## config.mk

```make
export PLATFORM = sky130hd
export DESIGN_NAME = alu_operand_stage
export DESIGN_NICKNAME = d
export VERILOG_FILES = /design/src/rtl/mips_pkg.sv /design/src/rtl/forward_mux.sv /design/src/rtl/alu_operand_stage.sv
export SDC_FILE = /design/constraint.sdc
export NUM_CORES = 1
export LEC_CHECK = 0
export CORE_MARGIN = 4
export CORE_UTILIZATION = 51
export CTS_CLUSTER_DIAMETER = 80
export DETAILED_ROUTE_END_ITERATION = 7
export GPL_ROUTABILITY_DRIVEN = 1
export PLACE_DENSITY = 0.84
export SKIP_CTS_REPAIR_TIMING = 1
export SYNTH_ARGS = -nofsm -noshare
export SYNTH_HDL_FRONTEND = slang
export SYNTH_HIERARCHICAL = 1
export SYNTH_SLANG_ARGS = --single-unit
```

## constraint.sdc

```tcl
create_clock -name clk -period 4.1 [get_ports clk]
set_clock_uncertainty 0.15 [all_clocks]
set_input_delay 0.615 -clock clk [delete_from_list [all_inputs] [get_ports clk]]
set_output_delay 0.615 -clock clk [all_outputs]
set_load 0.02 [all_outputs]
```

## src/rtl/mips_pkg.sv

```systemverilog
// Shared types and widths for the EX-stage operand path.
package mips_pkg;

  localparam int DATA_WIDTH     = 32;
  localparam int REG_ADDR_WIDTH = 5;
  localparam int IMM_WIDTH      = 16;

  // ALU operation codes understood by the downstream ALU.
  typedef enum logic [3:0] {
    ALU_AND = 4'b0000,
    ALU_OR  = 4'b0001,
    ALU_ADD = 4'b0010,
    ALU_SUB = 4'b0110,
    ALU_SLT = 4'b0111,
    ALU_NOR = 4'b1100,
    ALU_LUI = 4'b1000,
    ALU_DIV = 4'b1010,
    ALU_MOD = 4'b1011
  } alu_op_e;

  // One buffered operation: resolved operands plus control.
  // alu_control is kept as raw bits so any code passes through unchanged.
  typedef struct packed {
    logic [DATA_WIDTH-1:0]     a;
    logic [DATA_WIDTH-1:0]     b;
    logic [3:0]                alu_control;
    logic [REG_ADDR_WIDTH-1:0] dest;
  } ex_op_t;

endpackage

```

## src/rtl/forward_mux.sv

```systemverilog
// Resolves one source operand against the EX/MEM and MEM/WB write ports.
// EX/MEM is younger and wins; register 0 is never forwarded.
module forward_mux #(
  parameter int DATA_WIDTH     = 32,
  parameter int REG_ADDR_WIDTH = 5
) (
  input  logic [REG_ADDR_WIDTH-1:0] addr_i,
  input  logic [DATA_WIDTH-1:0]     rf_data_i,
  input  logic                      exmem_wr_en_i,
  input  logic [REG_ADDR_WIDTH-1:0] exmem_rd_i,
  input  logic [DATA_WIDTH-1:0]     exmem_data_i,
  input  logic                      memwb_wr_en_i,
  input  logic [REG_ADDR_WIDTH-1:0] memwb_rd_i,
  input  logic [DATA_WIDTH-1:0]     memwb_data_i,
  output logic [DATA_WIDTH-1:0]     val_o
);

  // Priority select: EX/MEM, then MEM/WB, then register file.
  always_comb begin
    val_o = rf_data_i;
    if (addr_i != '0) begin
      if (exmem_wr_en_i && (exmem_rd_i == addr_i)) begin
        val_o = exmem_data_i;
      end else if (memwb_wr_en_i && (memwb_rd_i == addr_i)) begin
        val_o = memwb_data_i;
      end
    end
  end

endmodule

```

## src/rtl/alu_operand_stage.sv

```systemverilog
// EX-stage front end: forwards rs/rt, extends the immediate, and holds the
// resolved operation in a 2-entry skid buffer (main drives the ALU).
module alu_operand_stage #(
  parameter int DATA_WIDTH     = mips_pkg::DATA_WIDTH,
  parameter int REG_ADDR_WIDTH = mips_pkg::REG_ADDR_WIDTH,
  parameter int IMM_WIDTH      = mips_pkg::IMM_WIDTH
) (
  input  logic                      clk,
  input  logic                      reset,
  input  logic                      flush,
  input  logic                      in_valid,
  output logic                      in_ready,
  input  logic [REG_ADDR_WIDTH-1:0] rs_addr,
  input  logic [REG_ADDR_WIDTH-1:0] rt_addr,
  input  logic [DATA_WIDTH-1:0]     rs_data,
  input  logic [DATA_WIDTH-1:0]     rt_data,
  input  logic [IMM_WIDTH-1:0]      imm,
  input  logic                      alu_src,
  input  logic                      sign_ext,
  input  logic [3:0]                alu_control_in,
  input  logic [REG_ADDR_WIDTH-1:0] dest_in,
  input  logic                      exmem_wr_en,
  input  logic [REG_ADDR_WIDTH-1:0] exmem_rd,
  input  logic [DATA_WIDTH-1:0]     exmem_data,
  input  logic                      memwb_wr_en,
  input  logic [REG_ADDR_WIDTH-1:0] memwb_rd,
  input  logic [DATA_WIDTH-1:0]     memwb_data,
  output logic                      out_valid,
  input  logic                      out_ready,
  output logic [DATA_WIDTH-1:0]     alu_a,
  output logic [DATA_WIDTH-1:0]     alu_b,
  output logic [3:0]                alu_control,
  output logic [REG_ADDR_WIDTH-1:0] dest_out
);

  import mips_pkg::*;

  logic [DATA_WIDTH-1:0] fwd_a;
  logic [DATA_WIDTH-1:0] fwd_b;
  logic [DATA_WIDTH-1:0] imm_ext;
  ex_op_t                new_op;

  ex_op_t main_q, main_d;
  ex_op_t skid_q, skid_d;
  logic   main_vld_q, main_vld_d;
  logic   skid_vld_q, skid_vld_d;

  logic accept;
  logic drain;

  forward_mux #(
    .DATA_WIDTH    (DATA_WIDTH),
    .REG_ADDR_WIDTH(REG_ADDR_WIDTH)
  ) u_fwd_rs (
    .addr_i       (rs_addr),
    .rf_data_i    (rs_data),
    .exmem_wr_en_i(exmem_wr_en),
    .exmem_rd_i   (exmem_rd),
    .exmem_data_i (exmem_data),
    .memwb_wr_en_i(memwb_wr_en),
    .memwb_rd_i   (memwb_rd),
    .memwb_data_i (memwb_data),
    .val_o        (fwd_a)
  );

  forward_mux #(
    .DATA_WIDTH    (DATA_WIDTH),
    .REG_ADDR_WIDTH(REG_ADDR_WIDTH)
  ) u_fwd_rt (
    .addr_i       (rt_addr),
    .rf_data_i    (rt_data),
    .exmem_wr_en_i(exmem_wr_en),
    .exmem_rd_i   (exmem_rd),
    .exmem_data_i (exmem_data),
    .memwb_wr_en_i(memwb_wr_en),
    .memwb_rd_i   (memwb_rd),
    .memwb_data_i (memwb_data),
    .val_o        (fwd_b)
  );

  // in_ready comes straight from the skid valid flop, so it is registered.
  assign in_ready    = !skid_vld_q;
  assign accept      = in_valid && in_ready;
  assign drain       = main_vld_q && out_ready;

  assign out_valid   = main_vld_q;
  assign alu_a       = main_q.a;
  assign alu_b       = main_q.b;
  assign alu_control = main_q.alu_control;
  assign dest_out    = main_q.dest;

  // Build the incoming operation: immediate extension and B-operand select.
  always_comb begin
    imm_ext            = {{(DATA_WIDTH-IMM_WIDTH){sign_ext & imm[IMM_WIDTH-1]}}, imm};
    new_op             = '0;
    new_op.a           = fwd_a;
    new_op.b           = alu_src ? imm_ext : fwd_b;
    new_op.alu_control = alu_control_in;
    new_op.dest        = dest_in;
  end

  // Skid-buffer next state; flush clears both entries and zeroes the outputs.
  always_comb begin
    main_d     = main_q;
    skid_d     = skid_q;
    main_vld_d = main_vld_q;
    skid_vld_d = skid_vld_q;
    if (flush) begin
      main_d     = '0;
      main_vld_d = 1'b0;
      skid_vld_d = 1'b0;
    end else if (drain) begin
      if (skid_vld_q) begin
        // in_ready is low here, so no new operation competes with the skid.
        main_d     = skid_q;
        skid_vld_d = 1'b0;
      end else if (accept) begin
        main_d = new_op;
      end else begin
        main_vld_d = 1'b0;
      end
    end else if (!main_vld_q) begin
      if (accept) begin
        main_d     = new_op;
        main_vld_d = 1'b1;
      end
    end else if (accept) begin
      // Main is stalled: park the new operation in the skid entry.
      skid_d     = new_op;
      skid_vld_d = 1'b1;
    end
  end

  // Buffer registers; reset has priority over everything else.
  always_ff @(posedge clk) begin
    if (reset) begin
      main_q     <= '0;
      skid_q     <= '0;
      main_vld_q <= 1'b0;
      skid_vld_q <= 1'b0;
    end else begin
      main_q     <= main_d;
      skid_q     <= skid_d;
      main_vld_q <= main_vld_d;
      skid_vld_q <= skid_vld_d;
    end
  end

endmodule

```

==> results_tabular.tex, run 1 <==
\begin{tabular}{lr}
\hline
Metric & Value \\
\hline
\multicolumn{2}{l}{\textbf{Run status}} \\
\quad Status & finished clean \\
\multicolumn{2}{l}{\textbf{Route}} \\
\quad Count of unresolved DRC violations after routing & 0 \\
\quad Pre-antenna DRT Iters & 6 \\
\quad Highest Signal Layer & met4 \\
\quad Amount of wire on met2 after detailed routing & $\sim$15 mm \\
\quad Metal-1 WL & approximately 13 mm \\
\quad Routed WL per cell & roughly 24 um \\
\quad Number of vias in the routed layout & $\sim$9000 \\
\quad Routed vias/inst & 6.56 \\
\quad Remaining antenna violation count after routing & 0 \\
\quad Final wirelength & 31.7 mm \\
\quad Number of DRC violations after detailed-routing iteration 0 & 1350 \\
\quad Routed length on met3 & 3.21 mm \\
\multicolumn{2}{l}{\textbf{Critical path}} \\
\quad Register-to-Register Setup Slack & between 1.5 and 2 ns \\
\quad Count of cells along the worst register-to-register path & 4 \\
\quad Critical Path Fanout Max & 29 \\
\quad Crit path DAT & $\sim$3.6 ns \\
\quad Worst path slowest cell & o311ai\_4 \\
\quad Startpoint of the worst-slack reg-to-reg timing path & skid\_vld\_q \\
\quad Class of the most critical setup path & in -> reg \\
\quad Endpoint of the lowest-slack register-to-register path & alu\_b[4] \\
\quad CP startpoint & rs\_addr[2] \\
\quad Bufs and invs on worst path & 1 \\
\quad Series of cell instances along the critical path & clkdlybuf4s50\_1, xnor2\_1, nand4\_1, o311ai\_4, o22ai\_1, a2bb2oi\_1, a32oi\_1, a21oi\_1 \\
\quad Gate family responsible for the most delay along the worst path & compound AO/OA/AOI/OAI gates \\
\quad Required time worst endpoint & $\sim$4.3 ns \\
\quad Kind of end point of the critical path & register \\
\quad Startpoint kind of the worst setup timing path & primary input \\
\quad Worst stage delay on the critical path & roughly 1.1 ns \\
\multicolumn{2}{l}{\textbf{Synth}} \\
\quad Post-synth net total & between 1000 and 1500 \\
\quad Area leader, netlist & dfxtp\_1 \\
\quad Synthesized area per cell & between 9 and 10 um\^{}2 \\
\quad Number of flip-flops and latches in the synthesized netlist & roughly 150 \\
\quad Syn. warnings & 6 \\
\quad Top cells by count, synth & dfxtp\_1, a21oi\_1, o22ai\_1 \\
\quad Sequential fraction of the synthesis area & 35.4\% \\
\quad Count of different cell masters after synthesis & 44 \\
\quad Cells taking the most area after synthesis & dfxtp\_1, a2bb2oi\_2, a21oi\_1 \\
\quad Primary FF master, synth & dfxtp\_1 \\
\quad Synth top area share & between 30\% and 40\% \\
\quad Gate count of the mapped netlist & $\sim$930 \\
\quad Async S/R FF share, synth & 0\% \\
\quad Most common cell in the synthesized netlist & dfxtp\_1 \\
\quad Mapped Area & around 0.0084 mm\^{}2 \\
\quad Number of enable flip-flop cells after synthesis & 0 \\
\multicolumn{2}{l}{\textbf{Timing}} \\
\quad Crit share post-route & 81.7\% \\
\quad Top achievable clock speed & 299 MHz \\
\quad Setup-failing EPs final & 0 \\
\quad Measured slew at the worst slew-check pin & between 1 and 1.5 ns \\
\quad Unrepaired setup endpoints after global routing & no \\
\quad Final hold violation count & 0 \\
\quad Max Slew Vio Count & 0 \\
\quad Slack of the critical path & approximately 0.75 ns \\
\quad Remaining max-slew budget at the tightest pin & 8.76\% \\
\quad Clock period minus worst slack & 3.35 ns \\
\quad Total Neg Setup Slack & 0 ns \\
\multicolumn{2}{l}{\textbf{Placement}} \\
\quad Final weighted congestion in routability-driven placement & 1.03 \\
\quad Buffers on Ports & 256 \\
\quad Area after detailed placement & between 0.01 and 0.015 mm\^{}2 \\
\quad Half-perimeter wire length after placement & about 21 mm \\
\quad Pre-CTS WS & between 0.4 and 0.5 ns \\
\multicolumn{2}{l}{\textbf{Clock network}} \\
\quad Clock Tree Buf Depth & 2 \\
\quad Number of buffers added by the clock tree synthesis step & 17 \\
\quad TritonCTS clock tree & done \\
\quad Clock root buffer & clkbuf\_16 \\
\quad CTS sink count & between 100 and 150 \\
\quad Clock-pin slew of the registers on the worst-case setup and hold paths & approximately 0.060 ns \\
\quad H-tree depth & 4 \\
\quad Skew-Pair Late Insertion Delay & 0.44 ns \\
\multicolumn{2}{l}{\textbf{Die}} \\
\quad Die Y-Extent & around 140 um \\
\quad Horizontal die dimension & $\sim$140 um \\
\quad Number of rows in the core area & 46 \\
\quad Initial core utilization & roughly 52\% \\
\quad Die area & 0.0185 mm\^{}2 \\
\quad \# IOs & 257 \\
\quad Core region area & about 0.016 mm\^{}2 \\
\multicolumn{2}{l}{\textbf{Min path}} \\
\quad Type of the tightest min-delay check & reg -> reg \\
\quad Instance count along the most critical hold path & 2 \\
\quad Worst Hold Launch & alu\_b[26] \\
\quad Hold worst-path end & alu\_b[26] \\
\multicolumn{2}{l}{\textbf{GRT}} \\
\quad Number of global-route vias before repair & 8255 \\
\quad Global-route usage over all layers & roughly a third \\
\quad Number of antenna violations at the first check in global routing & 3 \\
\quad Congestion Overflow GR & 0 \\
\quad First-pass GRT wire length & 48.0 mm \\
\quad Pin count of the biggest net entering global routing & 76 \\
\multicolumn{2}{l}{\textbf{Pwr}} \\
\quad Peak VDD IR & roughly 0.34 mV \\
\quad Leakage power & 3.69 nW \\
\quad Pwr dens & $\sim$340 mW/mm\^{}2 \\
\multicolumn{2}{l}{\textbf{Finish}} \\
\quad Fraction of final layout cells with drive strength greater than 1 & roughly 16\% \\
\quad Count of nets after finishing & around 1300 \\
\quad Syn-to-layout area delta & 37.6\% \\
\quad Final Cell Area & about 0.012 mm\^{}2 \\
\multicolumn{2}{l}{\textbf{Run}} \\
\quad MaxCap Viol Count & 0 \\
\hline
\end{tabular}
-- per-layer routing --
layer | track usage [%] | vias to the layer above
met1 | 45.4 | 4212
li1 | - | 3965
met2 | 51.5 | 540
met5 | 0 | -
met4 | 9.35 | 0
met3 | 8.33 | 63
-- layout make-up --
class	instances	area [um^2]
multi-input combinational	622	4740
fill	1197	4480
sequential	148	2960
timing repair buffer	281	2780
clock buffer	19	453
tap	216	270
clock inverter	13	171
inverter	37	139
antenna	3	7.51
-- power by group --
| part | total, W | internal (W) | switching, W | leakage [nW] |
|---|---|---|---|---|
| clock | 0.00165 | 0.000998 | 0.000656 | 0.301 |
| combinational | 0.000738 | 0.000372 | 0.000366 | 2.19 |
| sequential | 0.00150 | 0.00148 | 0.0000230 | 1.20 |
| total | 0.00389 | 0.00285 | 0.00105 | 3.69 |
-- how the worst max path moves through the flow --
stage	to	slack, ns	cells after the start
floorplan	alu_b[12]	1.53	10
global placement	alu_a[31]	0.45	8
detailed placement	alu_a[31]	0.46	8
CTS	alu_a[31]	0.87	8
global route	alu_a[31]	0.57	8
finish	alu_a[31]	0.75	8
-- state kept, by name (all words and copies together) (netlist names) --
| signal | flops |
|---|---|
| alu_a | 32 |
| alu_control | 4 |
| skid_q | 73 |
| out_valid | 1 |
| alu_b | 32 |
| dest_out | 5 |
| skid_vld_q | 1 |
-- cells by family (layout without fill, tap and decap cells) --
kind of cell / after synthesis / count (layout) / share of synthesized area, %
AOI/OAI and AO/OA: 437 / 437 / 41.6
buffers and inverters: 157 / 350 / 8.88
DFF: 148 / 148 / 35.4
and+or+nand+nor: 148 / 148 / 9.79
xor gates and xnor gates: 20 / 20 / 2.09
muxes: 17 / 17 / 2.27
other: 0 / 3 / 0
-- cell usage in the layout (no fill, tap or decap), drive strengths merged, types with 2 or more instances in the layout --
master and n:
a2bb2oi 62, nand4 2, clkdlybuf4s50 254, and2 2, o2bb2a 2, a21boi 2, nor4 18, or3 2
nand2 4, clkinvlp 2, mux2 16, o311ai 2, and3 2, xor2 10, nor2 2, a21oi 116
or2 2, inv 41, xnor2 10, o21ai 83, nor2b 18, clkbuf 19, buf 27, o32ai 16
a32oi 41, clkinv 4, dfxtp 148, a221oi 32, nand3 42, diode 3, nor3 50, nand2b 2
bufinv 3, o22ai 80
-- worst register-to-register path: stages, from the launching register on --
cell and delay [ns]:
dfxtp_1 0.61, nand2b_1 0.92, buf_4 0.34, o22ai_1 0.13, a221oi_2 0.23
-- through the flow --
stage	util, %	hold WS [ns]	cells	total power (W)
floorplan	-	0.304	927	0.00191
global placement	68.0	0.298	1304	0.00224
detailed placement	68.0	0.304	1304	0.00225
CTS	72.0	0.314	1336	0.00389
global route	72.0	0.331	1339	0.00400
finish	72.0	0.310	1339	0.00389
(Power assumes the default switching activity.)
==> run 2: changes to the inputs <==
--- a/config.mk
+++ b/config.mk
@@ -6,11 +6,11 @@
 export NUM_CORES = 1
 export LEC_CHECK = 0
 export CORE_MARGIN = 4
-export CORE_UTILIZATION = 51
+export CORE_UTILIZATION = 43
 export CTS_CLUSTER_DIAMETER = 80
 export DETAILED_ROUTE_END_ITERATION = 7
 export GPL_ROUTABILITY_DRIVEN = 1
-export PLACE_DENSITY = 0.84
+export PLACE_DENSITY = 0.75
 export SKIP_CTS_REPAIR_TIMING = 1
 export SYNTH_ARGS = -nofsm -noshare
 export SYNTH_HDL_FRONTEND = slang
==> constraint.sdc (replaced) <==
create_clock -name clk -period 2.85 [get_ports clk]
set_clock_uncertainty 0.15 [all_clocks]
set_input_delay 0.4275 -clock clk [delete_from_list [all_inputs] [get_ports clk]]
set_output_delay 0.4275 -clock clk [all_outputs]
set_load 0.02 [all_outputs]
==> run 2 against run 1 <==
Critical path depth up 5. Critical endpoint is now alu_b[18]. Final cell count up 7.0%. Global-route usage down 5.3 points. Worst setup slack worse by 0.63 ns. Power up 39%. Sequential share of layout area down 1.1 points. Core utilization down 8.5 points. Register-to-register slack worse by 0.89 ns.
==> results_tabular.tex, run 2 (synthesis results as in run 1) <==
\begin{tabular}{lr}
\hline
Metric & Value \\
\hline
\multicolumn{2}{l}{\textbf{Clock network}} \\
\quad Skew-Pair Late Insertion Delay & 0.43 ns (about the same) \\
\quad Number of buffers added by the clock tree synthesis step & 17 (unchanged) \\
\quad Clock-pin slew of the registers on the worst-case setup and hold paths & 0.06 ns (about the same) \\
\quad Clock root buffer & clkbuf\_16 \\
\quad CTS sink count & 148 (unchanged) \\
\quad TritonCTS clock tree & done \\
\quad Clock Tree Buf Depth & 2 (unchanged) \\
\quad H-tree depth & 4 (unchanged) \\
\multicolumn{2}{l}{\textbf{Route}} \\
\quad Final wirelength & 31.4 mm (-0.82\%) \\
\quad Number of DRC violations after detailed-routing iteration 0 & 965 (-29\%) \\
\quad Count of unresolved DRC violations after routing & 0 (unchanged) \\
\quad Routed WL per cell & 21.9 um (-7.3\%) \\
\quad Remaining antenna violation count after routing & 0 (unchanged) \\
\quad Number of vias in the routed layout & 8764 (-0.18\%) \\
\quad Pre-antenna DRT Iters & 5 (-1) \\
\quad Routed vias/inst & 6.12 (-6.7\%) \\
\multicolumn{2}{l}{\textbf{Pwr}} \\
\quad Sw Ratio & 28.8\% (+1.9 points) \\
\quad Psw & 0.00156 W (+49\%) \\
\quad Total power draw & 0.00542 W (+39\%) \\
\quad Leakage power & 3.97 nW (+7.4\%) \\
\quad Internal power consumption & 0.00386 W (+36\%) \\
\quad Combinational power share & 20.6\% (+1.6 points) \\
\quad Clock power frac & 39.7\% (-2.8 points) \\
\quad Pwr dens & 450 mW/mm\^{}2 (+33\%) \\
\quad Peak VDD IR & 0.412 mV (+21\%) \\
\quad Part of the power in registers & 39.7\% (+1.2 points) \\
\multicolumn{2}{l}{\textbf{Die}} \\
\quad Number of rows in the core area & 50 (+8.7\%) \\
\quad \# IOs & 257 (unchanged) \\
\quad Core region area & 0.0190 mm\^{}2 (+18\%) \\
\quad Die area & 0.0218 mm\^{}2 (+17\%) \\
\quad Horizontal die dimension & 148 um (+8.4\%) \\
\quad Initial core utilization & 44.2\% (-8.2 points) \\
\quad Die Y-Extent & 148 um (+8.4\%) \\
\multicolumn{2}{l}{\textbf{Critical path}} \\
\quad Cell type with the highest occurrence count on the critical path & buf\_4 \\
\quad Worst path slowest cell & clkdlybuf4s50\_1 \\
\quad Gate family responsible for the most delay along the worst path & buffers and inverters \\
\quad Series of cell instances along the critical path & clkdlybuf4s50\_1, buf\_4, xor2\_1, nor4\_2, buf\_4, nand2\_1, a21boi\_4, buf\_12, buf\_4, a2bb2oi\_2, nor2b\_1, o32ai\_1, a221oi\_2 \\
\quad Required time worst endpoint & 3.04 ns (-1.26 ns) \\
\quad Startpoint kind of the worst setup timing path & primary input \\
\quad Crit path DAT & 2.91 ns (-0.64 ns) \\
\quad Register-to-Register Setup Slack & 0.75 ns (-0.89 ns) \\
\quad Class of the most critical setup path & in -> reg \\
\quad Bufs and invs on worst path & 5 (+4) \\
\quad Logic depth of the worst setup path including buffers & 13 (+5) \\
\quad Worst stage delay on the critical path & 0.44 ns (-0.67 ns) \\
\quad Kind of end point of the critical path & register \\
\quad Count of cells along the worst register-to-register path & 4 (unchanged) \\
\quad Critical Path Fanout Max & 15 (-48\%) \\
\multicolumn{2}{l}{\textbf{GRT}} \\
\quad Met1 Usage GRT & 38.3\% (-7.1 points) \\
\quad Number of global-route vias before repair & 8459 (+2.5\%) \\
\quad Pin count of the biggest net entering global routing & 74 (-2.6\%) \\
\quad Busiest layer in global routing & met2 \\
\quad Routing usage on met2 & 43.5\% (-8.0 points) \\
\quad First-pass GRT wire length & 48.7 mm (+1.5\%) \\
\quad Global-route usage over all layers & 27.7\% (-5.3 points) \\
\quad Met3 capacity usage during global routing & 5.46\% (-2.9 points) \\
\quad Congestion Overflow GR & 0 (unchanged) \\
\quad Number of antenna violations at the first check in global routing & 3 (unchanged) \\
\multicolumn{2}{l}{\textbf{Timing}} \\
\quad Worst hold slack & 0.309 ns (-0.00103 ns) \\
\quad Measured slew at the worst slew-check pin & 0.940 ns (-0.425 ns) \\
\quad Setup-failing EPs final & 0 (unchanged) \\
\quad Remaining max-slew budget at the tightest pin & 37.3\% (+29 points) \\
\quad Crit share post-route & a little over nine tenths \\
\quad Top achievable clock speed & between 300 and 400 MHz \\
\quad Total Neg Setup Slack & 0 ns (unchanged) \\
\quad Max Slew Vio Count & 0 (unchanged) \\
\quad Final hold violation count & 0 (unchanged) \\
\quad Clock period minus worst slack & about 2.7 ns \\
\multicolumn{2}{l}{\textbf{Placement}} \\
\quad Buffers on Ports & 256 (unchanged) \\
\quad Half-perimeter wire length after placement & 21.8 mm (+4.4\%) \\
\quad Final weighted congestion in routability-driven placement & 1.04 (+1.6\%) \\
\multicolumn{2}{l}{\textbf{Run}} \\
\quad MaxCap Viol Count & 0 (unchanged) \\
\multicolumn{2}{l}{\textbf{Finish}} \\
\quad Fraction of final layout cells with drive strength greater than 1 & 20.1\% (+3.9 points) \\
\quad Syn-to-layout area delta & 43.8\% \\
\quad Final core occ & 63.5\% (-8.5 points) \\
\quad Biggest register & skid\_q \\
\quad Commonest cells after routing, fill and taps aside & clkdlybuf4s50\_1, dfxtp\_1, a21oi\_1, o22ai\_1, buf\_4 \\
\quad Max reg flops & 73 (unchanged) \\
\quad Count of nets after finishing & 1338 (+3.8\%) \\
\quad Most common cell after layout, fill and taps aside & clkdlybuf4s50\_1 \\
\multicolumn{2}{l}{\textbf{Min path}} \\
\quad Instance count along the most critical hold path & 2 (unchanged) \\
\quad Type of the tightest min-delay check & reg -> reg \\
\multicolumn{2}{l}{\textbf{Run status}} \\
\quad Status & finished clean \\
\hline
\end{tabular}
-- run 2: cell types whose count changed in the layout (fill, tap and decap cells not counted), moves of 3 or more --
cell,delta
buf_4,+39
inv_8,+4
bufinv_16,-3
buf_12,+10
-- run 2: cell type report --
type / instances / area (um^2)
clock buffers: 18 / 429
fillers: 1599 / 6920
flip-flops and latches: 148 / 2960
multi-input cells: 622 / 4770
diodes: 4 / 10.0
inverters: 37 / 139
well taps: 260 / 325
clock inverters: 14 / 130
repair buffers: 330 / 3270
-- run 2: power groups by stage --
stage | Combinational, W | Sequential [W] | Clock [W]
6_report | 0.00111 | 0.00215 | 0.00215
5_1_grt | 0.00118 | 0.00216 | 0.00228
4_1_cts | 0.00110 | 0.00215 | 0.00217
3_5_place_dp | 0.00110 | 0.00220 | 0
3_3_place_gp | 0.00109 | 0.00220 | 0
2_1_floorplan | 0.000499 | 0.00224 | 0
-- run 2: worst paths after layout --
check | startpoint | endpoint
worst min register to register | alu_b[21] | alu_b[21]
worst min-delay path | alu_b[21] | alu_b[21]
worst max register to register | out_valid | skid_q[50]
worst max-delay path | rt_addr[4] | alu_b[18]
-- run 2: per-stage QoR --
stage	area [um^2]	worst slack [ns]	cells
2_1_floorplan	8370	0.470	927
3_3_place_gp	11400	-0.248	1397
3_5_place_dp	11400	-0.286	1397
4_1_cts	12000	0.149	1429
5_1_grt	12000	-0.000820	1432
6_report	12000	0.124	1433
-- run 2: worst reg2reg max path: cells and delay by family, from the launching register on --
family / cells / cell delay, ns
flops: 1 / 0.63
simple gates: 1 / 0.41
compound gates: 2 / 0.33
buf+inv: 1 / 0.43
-- run 2: layer usage --
layer | wire, um | up-vias
met4 | 738 | 0
met1 | 13100 | 4210
li1 | - | 4057
met2 | 15000 | 456
met3 | 2590 | 41
met5 | 0 | -
